===== config.mk =====
export PLATFORM = sky130hd
export DESIGN_NAME = ps2_key_decoder_flat
export DESIGN_NICKNAME = d
export VERILOG_FILES = /design/src/rtl/ps2_key_decoder_pkg.sv /design/src/rtl/ps2_key_decoder_if.sv /design/src/rtl/ps2_key_decoder_rx.sv /design/src/rtl/ps2_key_decoder.sv /design/src/flat_wrapper.sv
export SDC_FILE = /design/constraint.sdc
export NUM_CORES = 1
export LEC_CHECK = 0
export BUFFER_PORTS_ARGS = -buffer_cell sky130_fd_sc_hd__buf_2
export CAP_MARGIN = 30
export CORE_ASPECT_RATIO = 1.5
export CORE_MARGIN = 2
export CORE_UTILIZATION = 54
export CTS_CLUSTER_DIAMETER = 150
export CTS_CLUSTER_SIZE = 28
export DETAILED_ROUTE_END_ITERATION = 7
export PLACE_DENSITY = 0.77
export SYNTH_ARGS = -nofsm -noshare
export SYNTH_HDL_FRONTEND = slang
export SYNTH_HIERARCHICAL = 1
export SYNTH_SLANG_ARGS = --single-unit

===== constraint.sdc =====
create_clock -name clk -period 1.8 [get_ports clk]
set_input_delay 0.18 -clock clk [delete_from_list [all_inputs] [get_ports clk]]
set_output_delay 0.18 -clock clk [all_outputs]
set_load 0.005 [all_outputs]

===== src/rtl/ps2_key_decoder_pkg.sv =====
// -----------------------------------------------------------------------------
// input_pkg
// Shared definitions for the PS/2 key decoder: scan-code constants, held-key
// bit indices, receiver state encoding and the scan-code-to-key lookup.
// -----------------------------------------------------------------------------
package input_pkg;

    // Scan codes (set 2)
    localparam logic [7:0] SC_EXT   = 8'hE0;
    localparam logic [7:0] SC_BRK   = 8'hF0;
    localparam logic [7:0] SC_UP    = 8'h75;
    localparam logic [7:0] SC_LEFT  = 8'h6B;
    localparam logic [7:0] SC_RIGHT = 8'h74;
    localparam logic [7:0] SC_DOWN  = 8'h72;
    localparam logic [7:0] SC_SPACE = 8'h29;

    // Bit positions inside keydown
    localparam int         NUM_KEYS  = 5;
    localparam logic [2:0] KEY_UP    = 3'd0;
    localparam logic [2:0] KEY_LEFT  = 3'd1;
    localparam logic [2:0] KEY_RIGHT = 3'd2;
    localparam logic [2:0] KEY_DOWN  = 3'd3;
    localparam logic [2:0] KEY_JUMP  = 3'd4;

    typedef enum logic [1:0] {
        RX_IDLE,
        RX_DATA,
        RX_PARITY,
        RX_STOP
    } rx_state_e;

    typedef struct packed {
        logic       hit;
        logic [2:0] idx;
    } key_map_t;

    // Arrow keys only exist as extended codes; the bare codes are keypad keys
    // and must not move the player.
    function automatic key_map_t map_code(input logic [7:0] code, input logic ext);
        key_map_t m;
        m.hit = 1'b1;
        m.idx = KEY_UP;
        if (ext) begin
            case (code)
                SC_UP:    m.idx = KEY_UP;
                SC_LEFT:  m.idx = KEY_LEFT;
                SC_RIGHT: m.idx = KEY_RIGHT;
                SC_DOWN:  m.idx = KEY_DOWN;
                default:  m.hit = 1'b0;
            endcase
        end else if (code == SC_SPACE) begin
            m.idx = KEY_JUMP;
        end else begin
            m.hit = 1'b0;
        end
        return m;
    endfunction

endpackage


===== src/rtl/ps2_key_decoder_if.sv =====
// -----------------------------------------------------------------------------
// ps2_key_decoder_if
// Bundles the raw PS/2 lines and the decoded key outputs.
//   ps2_clk, ps2_data : raw PS/2 lines (driven by the keyboard side)
//   keydown[4:0]      : held keys (up, left, right, down, jump)
//   key_event         : one-cycle pulse on any keydown change
//   frame_err         : one-cycle pulse on parity/stop/timeout error
// master = keyboard side, slave = decoder.
// -----------------------------------------------------------------------------
interface ps2_key_decoder_if;
    logic       ps2_clk;
    logic       ps2_data;
    logic [4:0] keydown;
    logic       key_event;
    logic       frame_err;

    modport master (
        output ps2_clk, ps2_data,
        input  keydown, key_event, frame_err
    );

    modport slave (
        input  ps2_clk, ps2_data,
        output keydown, key_event, frame_err
    );
endinterface


===== src/rtl/ps2_key_decoder_rx.sv =====
// -----------------------------------------------------------------------------
// ps2_rx
// PS/2 byte receiver: 2-flop synchronisers, ps2_clk glitch filter, frame FSM
// and mid-frame timeout.
//   clk, rst        : system clock, synchronous active-high reset
//   ps2_clk_i       : raw PS/2 clock (asynchronous)
//   ps2_data_i      : raw PS/2 data (asynchronous)
//   rx_byte_o[7:0]  : last received byte, valid while byte_valid_o is high
//   byte_valid_o    : one-cycle pulse, cycle after the stop-bit fall
//   frame_err_o     : one-cycle pulse on parity/stop error or timeout
// -----------------------------------------------------------------------------
module ps2_rx
    import input_pkg::*;
#(
    parameter int FILTER_LEN     = 8,
    parameter int TIMEOUT_CYCLES = 50000
) (
    input  logic       clk,
    input  logic       rst,
    input  logic       ps2_clk_i,
    input  logic       ps2_data_i,
    output logic [7:0] rx_byte_o,
    output logic       byte_valid_o,
    output logic       frame_err_o
);

    localparam int FCW = $clog2(FILTER_LEN + 1);
    localparam int TW  = $clog2(TIMEOUT_CYCLES);

    logic [1:0]     clk_sync_q, data_sync_q;
    logic           filt_q, filt_d;
    logic [FCW-1:0] filt_cnt_q, filt_cnt_d;
    rx_state_e      state_q, state_d;
    logic [2:0]     bit_cnt_q, bit_cnt_d;
    logic [7:0]     shift_q, shift_d;
    logic           parity_q, parity_d;
    logic [TW-1:0]  timeout_q, timeout_d;
    logic           byte_valid_q, byte_valid_d;
    logic           frame_err_q, frame_err_d;

    logic clk_synced, data_synced, fall;

    assign clk_synced  = clk_sync_q[1];
    assign data_synced = data_sync_q[1];

    // Filtered clock flips on the FILTER_LEN-th consecutive sample that
    // differs from it; any agreeing sample restarts the count.
    always_comb begin
        // NOTE: every combinational output gets a default first so no path
        // leaves it unassigned, which would infer a latch.
        filt_d     = filt_q;
        filt_cnt_d = '0;
        if (clk_synced != filt_q) begin
            if (filt_cnt_q == FCW'(FILTER_LEN - 1)) begin
                filt_d = clk_synced;
            end else begin
                filt_cnt_d = filt_cnt_q + 1'b1;
            end
        end
    end

    assign fall = filt_q & ~filt_d;

    always_comb begin
        state_d      = state_q;
        bit_cnt_d    = bit_cnt_q;
        shift_d      = shift_q;
        parity_d     = parity_q;
        byte_valid_d = 1'b0;
        frame_err_d  = 1'b0;
        timeout_d    = (state_q == RX_IDLE || fall) ? '0 : timeout_q + 1'b1;

        if (fall) begin
            case (state_q)
                RX_IDLE: begin
                    // A high start bit is line noise; stay idle silently.
                    if (!data_synced) begin
                        state_d   = RX_DATA;
                        bit_cnt_d = 3'd0;
                    end
                end
                RX_DATA: begin
                    shift_d = {data_synced, shift_q[7:1]};
                    if (bit_cnt_q == 3'd7) state_d = RX_PARITY;
                    else                   bit_cnt_d = bit_cnt_q + 3'd1;
                end
                RX_PARITY: begin
                    parity_d = data_synced;
                    state_d  = RX_STOP;
                end
                RX_STOP: begin
                    if (data_synced && (^{shift_q, parity_q})) byte_valid_d = 1'b1;
                    else                                        frame_err_d  = 1'b1;
                    state_d = RX_IDLE;
                end
                default: state_d = RX_IDLE;
            endcase
        end else if (state_q != RX_IDLE && timeout_q == TW'(TIMEOUT_CYCLES - 1)) begin
            frame_err_d = 1'b1;
            state_d     = RX_IDLE;
            timeout_d   = '0;
        end
    end

    always_ff @(posedge clk) begin
        if (rst) begin
            clk_sync_q   <= 2'b11;
            data_sync_q  <= 2'b11;
            filt_q       <= 1'b1;
            filt_cnt_q   <= '0;
            state_q      <= RX_IDLE;
            bit_cnt_q    <= 3'd0;
            shift_q      <= 8'h00;
            parity_q     <= 1'b0;
            timeout_q    <= '0;
            byte_valid_q <= 1'b0;
            frame_err_q  <= 1'b0;
        end else begin
            // NOTE: non-blocking assignments so every flop samples the
            // pre-edge value, independent of statement order.
            clk_sync_q   <= {clk_sync_q[0], ps2_clk_i};
            data_sync_q  <= {data_sync_q[0], ps2_data_i};
            filt_q       <= filt_d;
            filt_cnt_q   <= filt_cnt_d;
            state_q      <= state_d;
            bit_cnt_q    <= bit_cnt_d;
            shift_q      <= shift_d;
            parity_q     <= parity_d;
            timeout_q    <= timeout_d;
            byte_valid_q <= byte_valid_d;
            frame_err_q  <= frame_err_d;
        end
    end

    assign rx_byte_o    = shift_q;
    assign byte_valid_o = byte_valid_q;
    assign frame_err_o  = frame_err_q;

endmodule


===== src/rtl/ps2_key_decoder.sv =====
// -----------------------------------------------------------------------------
// ps2_key_decoder
// Turns PS/2 make/break/extended scan codes into a held-key vector.
//   clk, rst : system clock, synchronous active-high reset
//   bus      : ps2_key_decoder_if.slave (ps2_clk, ps2_data in;
//              keydown, key_event, frame_err out)
// -----------------------------------------------------------------------------
module ps2_key_decoder
    import input_pkg::*;
#(
    parameter int FILTER_LEN     = 8,
    parameter int TIMEOUT_CYCLES = 50000
) (
    input  logic                clk,
    input  logic                rst,
    ps2_key_decoder_if.slave    bus
);

    logic [7:0]          rx_byte;
    logic                byte_valid;
    logic                rx_err;

    logic                ext_q, ext_d;
    logic                brk_q, brk_d;
    logic [NUM_KEYS-1:0] keydown_q, keydown_d;
    logic                key_event_q, key_event_d;
    key_map_t            map;

    ps2_rx #(
        .FILTER_LEN     (FILTER_LEN),
        .TIMEOUT_CYCLES (TIMEOUT_CYCLES)
    ) u_rx (
        .clk          (clk),
        .rst          (rst),
        .ps2_clk_i    (bus.ps2_clk),
        .ps2_data_i   (bus.ps2_data),
        .rx_byte_o    (rx_byte),
        .byte_valid_o (byte_valid),
        .frame_err_o  (rx_err)
    );

    assign map = map_code(rx_byte, ext_q);

    always_comb begin
        ext_d       = ext_q;
        brk_d       = brk_q;
        keydown_d   = keydown_q;
        key_event_d = 1'b0;
        if (rx_err) begin
            // A corrupted frame may have been the code the prefixes belonged to.
            ext_d = 1'b0;
            brk_d = 1'b0;
        end else if (byte_valid) begin
            if (rx_byte == SC_EXT) begin
                ext_d = 1'b1;
            end else if (rx_byte == SC_BRK) begin
                brk_d = 1'b1;
            end else begin
                ext_d = 1'b0;
                brk_d = 1'b0;
                if (map.hit) keydown_d[map.idx] = ~brk_q;
                // Typematic repeats rewrite the same value and stay silent.
                key_event_d = (keydown_d != keydown_q);
            end
        end
    end

    always_ff @(posedge clk) begin
        if (rst) begin
            ext_q       <= 1'b0;
            brk_q       <= 1'b0;
            keydown_q   <= '0;
            key_event_q <= 1'b0;
        end else begin
            ext_q       <= ext_d;
            brk_q       <= brk_d;
            keydown_q   <= keydown_d;
            key_event_q <= key_event_d;
        end
    end

    assign bus.keydown   = keydown_q;
    assign bus.key_event = key_event_q;
    assign bus.frame_err = rx_err;

endmodule


===== src/flat_wrapper.sv =====
// flat-port wrapper written by rule: the top's interface ports become plain ports
module ps2_key_decoder_flat import input_pkg::*;
#(
    parameter int FILTER_LEN     = 8,
    parameter int TIMEOUT_CYCLES = 50000
)
  (clk, rst, bus_ps2_clk, bus_ps2_data, bus_keydown, bus_key_event, bus_frame_err);
  ps2_key_decoder_if bus_i ();
  input  logic clk;
  input  logic rst;
  input wire logic [$bits(bus_i.ps2_clk)-1:0] bus_ps2_clk;
  input wire logic [$bits(bus_i.ps2_data)-1:0] bus_ps2_data;
  output wire logic [$bits(bus_i.keydown)-1:0] bus_keydown;
  output wire logic [$bits(bus_i.key_event)-1:0] bus_key_event;
  output wire logic [$bits(bus_i.frame_err)-1:0] bus_frame_err;
  assign bus_i.ps2_clk = bus_ps2_clk;
  assign bus_i.ps2_data = bus_ps2_data;
  assign bus_keydown = bus_i.keydown;
  assign bus_key_event = bus_i.key_event;
  assign bus_frame_err = bus_i.frame_err;
  ps2_key_decoder #(.FILTER_LEN(FILTER_LEN), .TIMEOUT_CYCLES(TIMEOUT_CYCLES)) u_core (.clk(clk), .rst(rst), .bus(bus_i));
endmodule

==> results of run 1 <==
[layout make-up]
type | instances | area share, %
clock inverter | 1 | 1.090
timing repair buffer | 29 | 6.994
clock buffer | 7 | 3.134
inverter | 7 | 0.9537
multi-input combinational | 200 | 50.00
tap | 46 | 2.089
sequential | 49 | 35.74
[cell usage after synthesis, drive strengths merged, types with 2 or more instances]
| library cell | n |
|---|---|
| dfxtp | 49 |
| nor2 | 40 |
| nand2 | 15 |
| a21oi | 14 |
| xor2 | 13 |
| nand3 | 12 |
| nand4 | 12 |
| o21ai | 12 |
| mux2i | 9 |
| ha | 8 |
| xnor2 | 8 |
| inv | 7 |
| nor2b | 7 |
| or3 | 7 |
| and4 | 6 |
| clkbuf | 6 |
| or2 | 5 |
| and3 | 3 |
| buf | 3 |
| nor4 | 3 |
| and2 | 2 |
| mux2 | 2 |
| nand4b | 2 |
| nor4bb | 2 |
| o221ai | 2 |
| xnor3 | 2 |
[power groups by stage]
stage | sequential, mW | combinational, mW | clock (mW)
floorplan | 1.12 | 0.0154 | 0
global placement | 1.12 | 0.0270 | 0
detailed placement | 1.12 | 0.0274 | 0
CTS | 1.09 | 0.0275 | 0.819
global route | 1.09 | 0.0308 | 0.862
finish | 1.09 | 0.0278 | 0.806
[worst max-delay path: stages, from the launching register on]
cell	delay (ps)
dfxtp_1	340
ha_1	210
and4_1	210
and4_1	210
or4_4	540
a21oi_1	150
[worst min-delay path by stage]
stage | end | slack, ps | cells after the start
2_1_floorplan | u_core/bus.keydown[0]$_SDFFE_PP0P_ | 250 | 1
3_3_place_gp | u_core/u_rx/clk_sync_q[0]$_SDFF_PP1_ | 360 | 2
3_5_place_dp | u_core/u_rx/data_sync_q[0]$_SDFF_PP1_ | 370 | 2
4_1_cts | u_core/u_rx/data_sync_q[0]$_SDFF_PP1_ | 60 | 2
5_1_grt | u_core/u_rx/data_sync_q[0]$_SDFF_PP1_ | 60 | 2
6_report | u_core/u_rx/clk_sync_q[0]$_SDFF_PP1_ | 70 | 2
[cell families after synthesis]
group           synth area share (%)
xor+xnor                       9.482
simple gates                   28.24
mux                            4.663
flops                          40.62
buf+inv                        3.419
compound gates                 9.431
fa+ha+maj                      4.145
[sequential cells by signal, summed over array words and instances, names as in the netlist, 2 cells and up]
signal                   count
u_core/u_rx/timeout_q       16
u_core/u_rx/rx_byte_o        8
u_core/bus.keydown           5
u_core/u_rx/filt_cnt_q       4
u_core/u_rx/bit_cnt_q        3
u_core/u_rx/clk_sync_q       2
u_core/u_rx/data_sync_q      2
u_core/u_rx/state_q          2
[metrics by stage]
stage	std cells	hold slack, ps
global route	339	62.56
finish	339	69.62
CTS	339	58.97
global placement	331	363.5
floorplan	265	249.1
detailed placement	331	371.4
[layer usage]
layer	track usage [%]	up-vias	routed length [um]
li1	-	990	-
met1	20.74	944	1969
met4	6.818	0	78
met3	3.620	9	98
met2	36.98	27	2611
met5	0	-	0
[what timing repair did]
item | in CTS | in global routing
pin swaps | 1 | 3
resized for setup | 2 | 6
setup endpoints to repair | 1 | 11
[layout by cell type, fill, tap and decap left out, types with 8 or more instances in the layout]
master	n
mux2i_1	9
xor2_1	13
buf_2	10
xnor2_1	8
dfxtp_1	46
nor2_1	39
nand2_1	15
buf_4	19
a21oi_1	14
nand3_1	12
nand4_1	12
o21ai_0	10
==> flow_summary.toml, run 1 <==
[floorplan]
ios = 11
die-area_um2 = 5034
die_x_um = 58.60
core_area_um2 = 4282
placementRows = 29
start_util_pct = 56.40
chipHeight_um = 85.90

[worst_setup_path]
crit_path_end = "u_core/u_rx/timeout_q[15]$_SDFF_PP0_"
startpoint = "u_core/u_rx/timeout_q[0]$_SDFF_PP0_"
timing.rr.start = "u_core/u_rx/timeout_q[0]$_SDFF_PP0_"
required_ps = 2030
start_kind = "flop"
worst_r2r_path_depth = 5
cp.arrival_ps = 1950
path_max_fanout = 16
worstSetupPathType = "reg -> reg"
reg2reg_slack_ps = 70
timing.rr.end = "u_core/u_rx/timeout_q[15]$_SDFF_PP0_"
end_kind = "flop"

[placed_design]
postPlaceCellArea_um2 = 2611
dp_slack_ps = -28.58
gp_congestion = 0.8064
port-buffer-count = 10
post-dp-hpwl_um = 3385

[pwr]
p_switching_mw = 0.3732
combPwrFrac_pct = 1.4
p_leak_nw = 1.126
p_clk_share_pct = 41.9
peakVddDrop_mv = 0.6013
netSwitchingFraction_pct = 19.39
p_per_area_nw_per_um2 = 698.5
p_int_mw = 1.551
p_total_mw = 1.924
seqPwrFrac_pct = 56.7

[routing]
remaining_drc_errors = 0
vias = 1970
routed_wl_um = 4756
ant_nets = 0
dr.pass1.iters = 4
drt_iter0_drc = 58
routedWlPerCell_um = 14.03
viasPerCell = 5.811

[grt]
grt_overflow_total = 0
antenna_found_initial = 0
grt_usage_pct = 19.49
grt_first_pass_wirelength_um = 7810
grt_max_degree = 30
grt_pass1_vias = 1882

[synthesis]
synth.area.top_cells = "dfxtp_1 41%, nor2_1 6.1%, xor2_1 4.7%"
netlist.area_leader.share_pct = 40.62
synth_edf_count = 0
seq_area_frac_synth_pct = 40.62
yosys.area.top_type = "dfxtp_1"
synth_nets = 277
synth-main-ff-cell = "dfxtp_1"
avgSynthCellArea_um2 = 9.113
ys_ff_latch = 49
synth_warnings = 6
syn_inst = 265
netlist_area_um2 = 2415
synth.distinct_cells = 49
ys_async_sr_fraction_pct = 0

[clock_network]
post_cts_buffers = 0
cts_max_path_buffers = 2
cts_buffers = 5
h-tree-depth = 2
cts_hold_buf = 0
cts_tree = "built"
cts_root_buf = "clkbuf_8"
insertion_delay_ps = 300
clk_pin_slew_worst_paths_ps = 80
cts_sinks = 49

[timing]
period_share_pct = 95.86
setup_viol = 0
finalSetupTns_ps = 0
setup_ws_ps = 74.61
fmax_mhz = 579.6
slew_viol_final = 0
slew_headroom_pct = 63.45
rsz0062_at_grt = "yes"
hold_viol = 0
final.min_clock_period_ps = 1725
tightest_slew_ps = 543.2
finClkSkew_ps = 12.55

[cells_and_area]
area_delta_synth_final_pct = 14.09
final_layout_size_suffix_gt1_share_pct = 20.14
final_cell_area_um2 = 2755
multiInputGateArea_um2 = 1378
seqCellArea_um2 = 984.7
nFillCells = 378
antennaDiodeCount = 0
final_nets = 304
fin_util_pct = 64.35

[flow_run]
cap_violations = 0

[hold_path]
hp-class = "in -> reg"
hp-start = "bus_ps2_clk"

[outcome]
status = "complete, no violations"
Power figures use the tool's default switching activity.
==> run 2, diff against run 1 <==
--- a/config.mk
+++ b/config.mk
@@ -6,14 +6,14 @@
 export NUM_CORES = 1
 export LEC_CHECK = 0
 export BUFFER_PORTS_ARGS = -buffer_cell sky130_fd_sc_hd__buf_2
-export CAP_MARGIN = 30
 export CORE_ASPECT_RATIO = 1.5
 export CORE_MARGIN = 2
 export CORE_UTILIZATION = 54
-export CTS_CLUSTER_DIAMETER = 150
+export CTS_CLUSTER_DIAMETER = 40
 export CTS_CLUSTER_SIZE = 28
 export DETAILED_ROUTE_END_ITERATION = 7
 export PLACE_DENSITY = 0.77
+export SETUP_SLACK_MARGIN = 0.2
 export SYNTH_ARGS = -nofsm -noshare
 export SYNTH_HDL_FRONTEND = slang
 export SYNTH_HIERARCHICAL = 1
==> run 2 against run 1 <==
Compared with the run above: non-clock buffer count increased by 12; the run now ends with DRC left; sequential power about the same; worst hold slack got worse by 18 ps; wire length increased by 22%; core utilization increased by 7.8 points; clock skew decreased by 3.5 ps; maximum frequency increased by 1.9%; highest routed layer unchanged; die area unchanged; via count increased by 6.6%; critical path depth unchanged; flip-flop and latch count unchanged; critical path type unchanged; first-iteration DRC count increased by 47%.
==> flow_summary.toml, run 2 (same netlist as run 1, synthesis figures left out) <==
[cells_and_area]
mostFrequentLayoutCells = "36 x dfxtp_1, 35 x nor2_1, 25 x buf_4"
final_layout_size_suffix_gt1_share_pct = 36.60
largest_reg_flops = 16
final_nets = 317
multiInputGateArea_um2 = 1584
final_common_cell = "dfxtp_1"
largest_register = "u_core/u_rx/timeout_q"
area_delta_synth_final_pct = 27.98
antennaDiodeCount = 0
seqCellArea_um2 = 1012
nFillCells = 312

[outcome]
violations = "DRC"
status = "finished with violations"

[timing]
period_share_pct = 94.03
setup_viol = 0
tightest_slew_ps = 455.1
slew_viol_final = 0
rsz0062_at_grt = "yes"
fmax_mhz = 590.8
finalSetupTns_ps = 0
finClkSkew_ps = 9.033
slew_headroom_pct = 69.34
final.min_clock_period_ps = 1693
hold_viol = 0

[pwr]
p_per_area_nw_per_um2 = 595.9
p_leak_nw = 1.229
peakVddDrop_mv = 0.5012
p_total_mw = 1.842

[worst_setup_path]
cp.arrival_ps = 1940
worstSetupPathType = "reg -> reg"
required_ps = 2050
start_kind = "flop"
end_kind = "flop"
path_max_fanout = 8

[floorplan]
die_x_um = 58.60
die-area_um2 = 5034
ios = 11
core_area_um2 = 4282
start_util_pct = 56.40
placementRows = 29
chipHeight_um = 85.90

[routing]
vias = 2101
routed_wl_um = 5823
remaining_drc_errors = 1
routedWlPerCell_um = 16.54
drt_iter0_drc = 85
viasPerCell = 5.969
dr.pass1.iters = 6
ant_nets = 0

[clock_network]
cts_tree = "built"
clk_pin_slew_worst_paths_ps = 90
cts_hold_buf = 0
cts_root_buf = "clkbuf_8"
cts_buffers = 5
cts_max_path_buffers = 2
h-tree-depth = 2
cts_sinks = 49
insertion_delay_ps = 310

[hold_path]
hp-class = "in -> reg"

[placed_design]
post-dp-hpwl_um = 3473
port-buffer-count = 10
gp_congestion = 0.8477

[grt]
grt_max_degree = 30
grt_overflow_total = 0
grt_first_pass_wirelength_um = 9204
grt_pass1_vias = 2068
grt_usage_pct = 23.81
antenna_found_initial = 0

[flow_run]
cap_violations = 0
-- run 2: cell count changes in the layout (fill, tap and decap cells not counted), sizes merged --
cell and change:
buf +12, bufinv -1, inv +1, or4 +1
-- run 2: timing repair --
| item | in CTS | in global routing |
|---|---|---|
| resized for setup | 32 | 32 |
| gates cloned | 1 | 0 |
| setup buffers | 11 | 8 |
| pin swaps | 15 | 22 |
| endpoints found under the setup margin | 25 | 26 |
-- run 2: final timing paths --
path / start / to / slack [ps] / cells after the start
max reg2reg: u_core/u_rx/timeout_q[1]$_SDFF_PP0_ / u_core/u_rx/timeout_q[15]$_SDFF_PP0_ / 110 / 5
min reg2reg: u_core/u_rx/clk_sync_q[0]$_SDFF_PP1_ / u_core/u_rx/clk_sync_q[1]$_SDFF_PP1_ / 420 / 1
min: bus_ps2_clk / u_core/u_rx/clk_sync_q[0]$_SDFF_PP1_ / 50 / 2
max: u_core/u_rx/timeout_q[1]$_SDFF_PP0_ / u_core/u_rx/timeout_q[15]$_SDFF_PP0_ / 110 / 5
-- run 2: routing by layer --
metal | vias up | global-route usage (%) | wire length [um]
li1 | 1019 | - | -
met1 | 1013 | 23.50 | 2178
met2 | 44 | 46.48 | 3217
met3 | 25 | 3.771 | 159
met4 | 0 | 10.54 | 267
met5 | - | 0 | 0
-- run 2: area by class of cell --
class / count / share of cell area (%)
clock buffer: 7 / 3.117
clock inverter: 1 / 0.2834
inverter: 7 / 0.8502
multi-input combinational: 201 / 51.26
sequential: 49 / 32.75
tap: 46 / 1.862
timing repair buffer: 41 / 9.879
-- run 2: stage by stage --
stage | cell area [um^2] | hold WS (ps) | worst slack (ps) | cells | util (%)
floorplan | 2442 | 249.1 | 37.96 | 265 | -
global placement | 2584 | 363.3 | 90.20 | 324 | 60.34
detailed placement | 2584 | 369.6 | 54.16 | 324 | 60.34
CTS | 2885 | 48.33 | 120.9 | 344 | 67.39
global route | 3090 | 48.61 | 49.09 | 352 | 72.18
finish | 3090 | 51.55 | 107.5 | 352 | 72.18
-- run 2: worst max-delay path, cell delays in order, from the launching register on --
cell     delay (ps)
dfxtp_4         370
ha_4            150
and4_4          200
and4_4          210
or4_4           580
a21oi_2         130
-- run 2: where the power goes --
group | internal, mW | switching [mW]
clock network | 0.355 | 0.374
registers | 1.08 | 0.00290
logic | 0.0104 | 0.0211
